**src/rtl/q3_ctrl_pkg.sv**
```systemverilog
// Shared definitions for the q3 stream controller: machine state codes,
// control FSM states and the Moore output decode.
package q3_ctrl_pkg;

  localparam logic [2:0] S0 = 3'd0;
  localparam logic [2:0] S1 = 3'd1;
  localparam logic [2:0] S2 = 3'd2;
  localparam logic [2:0] S3 = 3'd3;
  localparam logic [2:0] S4 = 3'd4;

  typedef enum logic [1:0] {
    IDLE = 2'd0,
    RUN  = 2'd1,
    DONE = 2'd2
  } ctrl_state_t;

  function automatic logic is_z(input logic [2:0] y);
    return (y == S3) || (y == S4);
  endfunction

endpackage

```
**src/rtl/q3_next_logic.sv**
```systemverilog
// Combinational next-state / output decode of the 5-state Moore machine;
// codes 5-7 are flagged illegal and steered back to S0.
module q3_next_logic
  import q3_ctrl_pkg::*;
(
  input  logic [2:0] i_y,
  input  logic       i_x,
  output logic [2:0] o_y_next,
  output logic       o_z,
  output logic       o_illegal
);

  always_comb begin
    o_y_next  = S0;
    o_illegal = 1'b0;
    case (i_y)
      S0:      o_y_next = i_x ? S1 : S0;
      S1:      o_y_next = i_x ? S4 : S1;
      S2:      o_y_next = i_x ? S1 : S2;
      S3:      o_y_next = i_x ? S2 : S1;
      S4:      o_y_next = i_x ? S4 : S3;
      default: o_illegal = 1'b1;
    endcase
  end

  assign o_z = is_z(i_y);

endmodule

```
**src/rtl/q3_stream_fsm_ctrl.sv**
```systemverilog
// Frame sequencer around the q3 Moore machine: valid/ready stream framing,
// z-run detection and illegal-state recovery. Optional Q3_HIT_COUNT_EN adds hit_count.
module q3_stream_fsm_ctrl
  import q3_ctrl_pkg::*;
#(
  parameter int unsigned FRAME_LEN = 16,
  parameter int unsigned RUN_LEN   = 3,
  parameter int unsigned CNT_W     = 8
) (
  input  logic             clk,
  input  logic             areset,
  input  logic             start,
  input  logic             x,
  input  logic             x_valid,
  output logic             x_ready,
  output logic [2:0]       y,
  output logic             z,
  output logic             hit,
  output logic             busy,
  output logic             done,
  output logic             err
`ifdef Q3_HIT_COUNT_EN
  ,
  output logic [CNT_W-1:0] hit_count
`endif
);

  localparam logic [CNT_W-1:0] LP_LAST_BIT = CNT_W'(FRAME_LEN - 1);
  localparam logic [CNT_W-1:0] LP_RUN_MAX  = CNT_W'(RUN_LEN);
  localparam logic [CNT_W-1:0] LP_RUN_PRE  = CNT_W'(RUN_LEN - 1);

  ctrl_state_t      r_ctrl;
  ctrl_state_t      w_ctrl_next;
  logic [2:0]       r_y;
  logic [2:0]       w_y_next;
  logic             w_z;
  logic             w_z_next;
  logic             w_illegal;
  logic [CNT_W-1:0] r_bit_cnt;
  logic [CNT_W-1:0] r_run_cnt;
  logic             r_hit;
  logic             r_err;
  logic             w_accept;
  logic             w_start_frame;
  logic             w_last;
  logic             w_hit_set;

  q3_next_logic u_next (
    .i_y       (r_y),
    .i_x       (x),
    .o_y_next  (w_y_next),
    .o_z       (w_z),
    .o_illegal (w_illegal)
  );

  assign w_z_next      = is_z(w_y_next);
  assign w_accept      = x_valid & (r_ctrl == RUN);
  assign w_start_frame = start & (r_ctrl == IDLE);
  assign w_last        = w_accept & (r_bit_cnt == LP_LAST_BIT);
  // Fires only on the RUN_LEN-1 -> RUN_LEN step, so a saturated run never re-fires.
  assign w_hit_set     = ~w_start_frame & ~w_illegal & w_accept & w_z_next
                         & (r_run_cnt == LP_RUN_PRE);

  always_ff @(posedge clk or posedge areset) begin
    if (areset) begin
      r_ctrl <= IDLE;
    end else begin
      r_ctrl <= w_ctrl_next;
    end
  end

  always_comb begin
    w_ctrl_next = r_ctrl;
    x_ready     = 1'b0;
    busy        = 1'b0;
    done        = 1'b0;
    case (r_ctrl)
      IDLE: begin
        if (start) w_ctrl_next = RUN;
      end
      RUN: begin
        x_ready = 1'b1;
        busy    = 1'b1;
        if (w_last) w_ctrl_next = DONE;
      end
      DONE: begin
        done        = 1'b1;
        w_ctrl_next = IDLE;
      end
      default: w_ctrl_next = IDLE;
    endcase
  end

  always_ff @(posedge clk or posedge areset) begin
    if (areset) begin
      r_y       <= S0;
      r_bit_cnt <= '0;
      r_run_cnt <= '0;
      r_hit     <= 1'b0;
      r_err     <= 1'b0;
    end else begin
      r_hit <= w_hit_set;
      if (w_start_frame) begin
        r_y       <= S0;
        r_bit_cnt <= '0;
        r_run_cnt <= '0;
        r_err     <= 1'b0;
      end else begin
        // An accept during an illegal-state cycle still counts as a frame bit.
        if (w_accept) r_bit_cnt <= r_bit_cnt + 1'b1;
        if (w_illegal) begin
          r_y       <= S0;
          r_err     <= 1'b1;
          r_run_cnt <= '0;
        end else if (w_accept) begin
          r_y <= w_y_next;
          if (!w_z_next) begin
            r_run_cnt <= '0;
          end else if (r_run_cnt != LP_RUN_MAX) begin
            r_run_cnt <= r_run_cnt + 1'b1;
          end
        end
      end
    end
  end

`ifdef Q3_HIT_COUNT_EN
  logic [CNT_W-1:0] r_hit_cnt;

  always_ff @(posedge clk or posedge areset) begin
    if (areset) begin
      r_hit_cnt <= '0;
    end else if (w_start_frame) begin
      r_hit_cnt <= '0;
    end else if (w_hit_set && (r_hit_cnt != '1)) begin
      r_hit_cnt <= r_hit_cnt + 1'b1;
    end
  end

  assign hit_count = r_hit_cnt;
`endif

  assign y   = r_y;
  assign z   = w_z;
  assign hit = r_hit;
  assign err = r_err;

endmodule
```
**config.mk**
```make
export PLATFORM = sky130hd
export DESIGN_NAME = q3_stream_fsm_ctrl
export DESIGN_NICKNAME = d
export VERILOG_FILES = /design/src/rtl/q3_ctrl_pkg.sv /design/src/rtl/q3_next_logic.sv /design/src/rtl/q3_stream_fsm_ctrl.sv
export SDC_FILE = /design/constraint.sdc
export NUM_CORES = 1
export LEC_CHECK = 0
export BUFFER_PORTS_ARGS = -buffer_cell sky130_fd_sc_hd__buf_2
export CAP_MARGIN = 30
export CORE_MARGIN = 4
export CORE_UTILIZATION = 57
export DETAILED_ROUTE_END_ITERATION = 8
export PLACE_DENSITY = 0.82
export SYNTH_ARGS = -nofsm -noshare
export SYNTH_HDL_FRONTEND = slang
export SYNTH_SLANG_ARGS = --single-unit
```
**constraint.sdc**
```tcl
create_clock -name clk -period 1.7 [get_ports clk]
set_input_delay 0.255 -clock clk [delete_from_list [all_inputs] [get_ports clk]]
set_output_delay 0.255 -clock clk [all_outputs]
set_load 0.005 [all_outputs]
```
==> results of run 1 <==
[Yosys cell counts (all sizes together) (3+ instances only)]
cell,count,area [sq um]
a21oi,9,45.04
clkbuf,5,18.77
dfrtp,23,575.6
ha,3,37.54
inv,6,22.52
nand2,17,63.81
nand2b,3,26.27
nand3,4,20.02
nor2,13,48.80
nor2b,3,18.77
o21ai,4,20.02
o22ai,7,43.79
or3,3,18.77
or4,3,22.52
xnor2,4,35.03
xor2,3,26.28
[power by group through the flow]
stage / clock, mW / combinational (mW) / sequential (mW)
3_5_place_dp: 0 / 0.839 / 0.851
5_1_grt: 0.278 / 0.993 / 0.863
2_1_floorplan: 0 / 0.597 / 0.825
6_report: 0.254 / 0.886 / 0.837
3_3_place_gp: 0 / 0.810 / 0.842
4_1_cts: 0.258 / 0.847 / 0.842
[timing repair]
item                       4_1_cts  5_1_grt
resized for setup                0        5
hold endpoints to repair        23        0
hold buffers                     1        0
buffers inserted                 0        2
setup endpoints to repair        0        6
[path summary, 6_finish.rpt]
path / slack (ps) / cells past startpoint / startpoint / end
setup / recovery: 50 / 5 / r_run_cnt[0]$_DFFE_PP0P_ / r_run_cnt[6]$_DFFE_PP0P_
hold / removal: 290 / 3 / x / y[0]$_DFFE_PP0P_
setup reg to reg: 50 / 5 / r_run_cnt[0]$_DFFE_PP0P_ / r_run_cnt[6]$_DFFE_PP0P_
hold reg to reg: 540 / 2 / err$_DFFE_PP0P_ / err$_DFFE_PP0P_
max in group asynchronous: 950 / 4 / areset / y[2]$_DFFE_PP0P_
min in group asynchronous: 510 / 4 / areset / r_bit_cnt[6]$_DFFE_PP0P_
[registers in the layout, indices dropped and copies added (netlist names)]
| register | count |
|---|---|
| r_run_cnt | 8 |
| r_bit_cnt | 8 |
| hit | 1 |
| err | 1 |
| r_ctrl | 2 |
| y | 3 |
[per-stage QoR]
stage               instances  hold slack (ps)  worst slack (ps)  power (mW)  setup TNS, ps
floorplan                 140            256.9             157.4       1.421              0
global placement          181            307.2             106.0       1.652              0
detailed placement        181            323.4             59.49       1.690              0
CTS                       186            282.6             36.01       1.947              0
global route              188            301.4            -2.616       2.134         -2.616
finish                    188            285.7             50.48       1.978              0
[worst max-delay path: stages, from the launching register on]
cell and delay [ps]:
dfrtp_1 430, ha_1 220, nand3_1 130, or2_2 320
or3_1 320, o22ai_1 160
[routing by layer]
layer / vias to the layer above / track usage, % / share of wire [%]
li1: 542 / - / -
met1: 535 / 23.42 / 45
met2: 22 / 30.24 / 51
met3: 2 / 2.564 / 3.6
met4: 0 / 4.514 / 0.27
met5: - / 0 / 0
[cell families after synthesis]
logic type	synth area share, %
adders and majority gates	2.930
and+or+nand+nor	28.81
buffers and inverters	3.809
DFF	44.92
AOI/OAI and AO/OA	14.75
xor gates and xnor gates	4.785
[area by class of cell]
| type | instances | area [sq um] | share of cell area [%] |
|---|---|---|---|
| flip-flops and latches | 23 | 578.1 | 39.39 |
| inverters | 6 | 22.52 | 1.535 |
| repair buffers | 23 | 146.4 | 9.974 |
| multi-input cells | 105 | 659.4 | 44.93 |
| clock buffers | 3 | 22.52 | 1.535 |
| clock inverters | 1 | 5.005 | 0.3410 |
| well taps | 27 | 33.78 | 2.302 |
==> summary.md, run 1 <==
| Metric | Value |
|---|---|
| Switching fraction of total power | `40.02%` |
| Die Width | `55.41 um` |
| Placed Area | `1406 sq um` |
| Detailed router's first-iteration violation count | `29` |
| CP Capture Type | `register` |
| Count of vias placed by the detailed router | `1101` |
| Hold Vio Cnt, Final | `0` |
| Slew headroom | `73.66%` |
| Netlist area before placement | `1281 sq um` |
| WP data arrival | `1880 ps` |
| Core Util, Final | `71.88%` |
| Number of antenna violations at the first check in global routing | `0` |
| Longest Clk Path Bufs | `2` |
| Number of slew-limit violations in the final report | `0` |
| Final cycle utilization of the critical path | `97.03%` |
| Final WL | `2622 um` |
| HPWL Detailed | `1939 um` |
| Number of sinks on the clock net | `23` |
| Cell variety after synth | `40` |
| Run status | `finished, final reports clean` |
| Maximum number of pins on one net before global-route repair | `24` |
| Antenna Diode Count | `0` |
| Detailed-route wire length per cell | `13.95 um` |
| Worst hold path type | `primary input to register` |
| Ratio of cells with drive above 1 in the final layout | `21.12%` |
| Global-route wire length before repair | `4533 um` |
| Post-route cell area | `1468 sq um` |
| Leak | `0.6903 nW` |
| Fillers | `173` |
| Grt ovf | `0` |
| Port bufs | `13` |
| Peak clock frequency supported by timing | `606.2 MHz` |
| WS Path Type | `register to register` |
| Post-synth ARST share | `100.0%` |
| Total clock buffers created by CTS | `3` |
| Proportion of power drawn by combinational gates | `44.8%` |
| GRT Util Overall | `17.71%` |
| Placer Congestion | `0.7835` |
| Vias per std cell | `5.856` |
| Proportion of power drawn by the clock network | `12.9%` |
| Max-cap viol count | `0` |
| Highest-count cells in the layout ignoring fill and taps | `dfrtp_1 (21), nand2_1 (17), buf_2 (13), nor2_1 (12), a21oi_1 (9)` |
| Number of synthesized register bits | `23` |
| Sequential Power Share | `42.3%` |
| Die H | `55.41 um` |
| Most used flip-flop cell after synthesis | `dfrtp_1` |
| Skew final | `3.103 ps` |
| Power per standard cell area | `1347 nW/um^2` |
| Count of pins on the block boundary | `14` |
| Transition at the pin with the smallest max-transition slack | `395.1 ps` |
| Peak supply drop | `0.9606 mV` |
| Final setup violation count | `0` |
| CTS root buf | `clkbuf_4` |
| Std-Cell Core Area | `2042 sq um` |
| Share of synthesized area occupied by flip-flops and latches | `44.92%` |
| Die outline area | `3070 sq um` |
| Number of rows created at floorplan | `16` |
| Time the final worst path needs with I/O delays and setup | `1650 ps` |
| Number of iterations in the first detailed-routing pass | `4` |
| Antenna viol nets, final | `0` |
| Count of flip-flops with a built-in enable after synthesis | `0` |
| Final #Nets | `170` |
| Required time of the critical path | `1930 ps` |
| Power dissipated by switching net loads | `0.7915 mW` |
| Critical path fanouts, max | `5` |
| Most common cell after layout, fill and taps aside | `dfrtp_1` |
| Residual DRC count | `0` |
| Clock insertion delay at the later pin of the skew report | `310 ps` |
| TritonCTS clock tree | `yes` |
| Clock slew at reported path FFs | `130 ps` |
| Synth Net Count | `148` |
| Internal power of the cells | `1.186 mW` |
| Number of global-route vias before repair | `1054` |
| Area growth from synthesis to layout | `14.55%` |
| Yosys Warn Count | `0` |
| Number of standard cells after synthesis | `140` |
| Effective utilization at floorplan | `62.75%` |
| Post-Synthesis Mean Instance Area | `9.152 sq um` |
| Number of H-tree levels | `1` |
| Category of the worst setup path launch point | `register` |
No activity file was read; power rests on OpenSTA's default activity.
==> run 2, diff against run 1 <==
--- a/config.mk
+++ b/config.mk
@@ -5,7 +5,7 @@
 export SDC_FILE = /design/constraint.sdc
 export NUM_CORES = 1
 export LEC_CHECK = 0
-export BUFFER_PORTS_ARGS = -buffer_cell sky130_fd_sc_hd__buf_2
+export BUFFER_PORTS_ARGS = -buffer_cell sky130_fd_sc_hd__buf_4
 export CAP_MARGIN = 30
 export CORE_MARGIN = 4
 export CORE_UTILIZATION = 57
==> run 2 against run 1 <==
Cell count stayed put. Non-clock buffer count stayed put. Hold slack worse by 21 ps. Fmax is 1.8% lower. Clock skew is 11 ps higher. Core utilization is 1.1 points higher. Worst setup slack worse by 30 ps. Sequential share of layout area is 0.76 points lower. Combinational power is 7.7% higher. Routed wire length is 7.0% higher. Clock-buffer cell count is 1 higher. Clock power hardly changed. Critical endpoint is now r_run_cnt[5]$_DFFE_PP0P_. Largest cell class unchanged. Highest routed layer unchanged.
==> summary.md, run 2 (synthesis gave the netlist of run 1 again) <==
| Metric | Value |
|---|---|
| Run status | `finished, final reports clean` |
| Number of cells after detailed placement | `183` |
| CTS root buf | `clkbuf_4` |
| Final WL | `2806 um` |
| Most common cell after layout, fill and taps aside | `dfrtp_1` |
| Number of sinks on the clock net | `23` |
| Count of vias placed by the detailed router | `1112` |
| Highest-count cells in the layout ignoring fill and taps | `dfrtp_1 (23), buf_4 (22), nand2_1 (17), nor2_1 (13), a21oi_1 (9)` |
| Total power after layout | `2.032 mW` |
| Final cycle utilization of the critical path | `98.78%` |
| Number of buffers inserted to repair setup after CTS | `0` |
| Area growth from synthesis to layout | `16.31%` |
| DP Worst Slack | `116.5 ps` |
| Critical path fanouts, max | `5` |
| Effective utilization at floorplan | `62.75%` |
| Number of iterations in the first detailed-routing pass | `4` |
| Category of the worst setup path launch point | `register` |
| Number of antenna violations at the first check in global routing | `0` |
| Final #Nets | `170` |
| Std-Cell Core Area | `2042 sq um` |
| Time the final worst path needs with I/O delays and setup | `1679 ps` |
| WS Path Type | `register to register` |
| Detailed router's first-iteration violation count | `26` |
| Number of global-route vias before repair | `1059` |
| Worst-case hold slack | `264.9 ps` |
| CP Capture Type | `register` |
| Slew headroom | `71.43%` |
| Accumulated negative setup slack | `0 ps` |
| Clock slew at reported path FFs | `130 ps` |
| Final setup violation count | `0` |
| Unrepaired setup endpoints after global routing | `no` |
| Port bufs | `13` |
| Global-route wire length before repair | `5002 um` |
| GRT Util Overall | `20.46%` |
| Worst hold path type | `primary input to register` |
| Min setup slack post-route | `20.69 ps` |
| Die outline area | `3070 sq um` |
| Core Util, Final | `72.98%` |
| Number of rows created at floorplan | `16` |
| Required time of the critical path | `1940 ps` |
| Count of pins on the block boundary | `14` |
| Clock insertion delay at the later pin of the skew report | `310 ps` |
| Detailed-route wire length per cell | `14.93 um` |
| Non-filler instance count after layout | `188` |
| Number of slew-limit violations in the final report | `0` |
| Maximum number of pins on one net before global-route repair | `24` |
| Placer Congestion | `0.8115` |
| Post-route cell area | `1490 sq um` |
| Max-cap viol count | `0` |
| Vias per std cell | `5.915` |
| Hold Vio Cnt, Final | `0` |
| Leak | `0.6951 nW` |
| Grt ovf | `0` |
| Longest Clk Path Bufs | `2` |
| Die Width | `55.41 um` |
| Residual DRC count | `0` |
| Peak clock frequency supported by timing | `595.5 MHz` |
| WP data arrival | `1920 ps` |
| Power per standard cell area | `1364 nW/um^2` |
| Die H | `55.41 um` |
| Number of H-tree levels | `1` |
| Antenna Diode Count | `0` |
| Ratio of cells with drive above 1 in the final layout | `18.63%` |
| HPWL Detailed | `2062 um` |
| TritonCTS clock tree | `yes` |
| Resized Gates After CTS | `0` |
| Peak supply drop | `0.9876 mV` |
| Skew final | `13.88 ps` |
| Total clock buffers created by CTS | `3` |
| Placed Area | `1454 sq um` |
| Antenna viol nets, final | `0` |
| Transition at the pin with the smallest max-transition slack | `428.5 ps` |
-- run 2: cell type report --
cell class | instances | area (sq um)
Clock buffer | 4 | 26.28
Fill cell | 158 | 551.8
Inverter | 6 | 22.52
Multi-Input combinational cell | 105 | 656.9
Sequential cell | 23 | 575.6
Tap cell | 27 | 33.78
Timing Repair Buffer | 23 | 175.2
-- run 2: worst paths after layout --
check | startpoint | to | slack [ps] | cells after the start
setup reg to reg | y[0]$_DFFE_PP0P_ | r_run_cnt[5]$_DFFE_PP0P_ | 20 | 4
max in group asynchronous | areset | r_run_cnt[1]$_DFFE_PP0P_ | 930 | 4
hold / removal | x | y[0]$_DFFE_PP0P_ | 260 | 3
setup / recovery | y[0]$_DFFE_PP0P_ | r_run_cnt[5]$_DFFE_PP0P_ | 20 | 4
hold reg to reg | err$_DFFE_PP0P_ | err$_DFFE_PP0P_ | 520 | 2
min in group asynchronous | areset | r_bit_cnt[7]$_DFFE_PP0P_ | 530 | 4
-- run 2: repair_timing --
action | 4_1_cts | 5_1_grt
hold endpoints to repair | 23 | 0
hold buffers | 1 | 0
endpoints found under the setup margin | 0 | 0
-- run 2: power breakdown --
| part | switching, mW | leakage (nW) | internal, mW |
|---|---|---|---|
| combinational | 0.502 | 0.375 | 0.452 |
| sequential | 0.143 | 0.305 | 0.680 |
| clock | 0.163 | 0.0150 | 0.0914 |
| total | 0.809 | 0.695 | 1.22 |
-- run 2: layer usage --
metal / part of all wire (%) / GRT usage (%) / up-vias / wire, um
met5: 0 / 0 / - / 0
met4: 1.2 / 9.375 / 0 / 34
met2: 47 / 29.73 / 32 / 1329
met3: 4.6 / 2.797 / 4 / 128
met1: 47 / 29.94 / 531 / 1314
li1: - / - / 545 / -
-- run 2: worst max-delay path, cell delays in order, from the launching register on --
cell and delay, ps:
dfrtp_1 480, o21ai_0 390, nand2_1 210, or3_1 400, o22ai_1 130
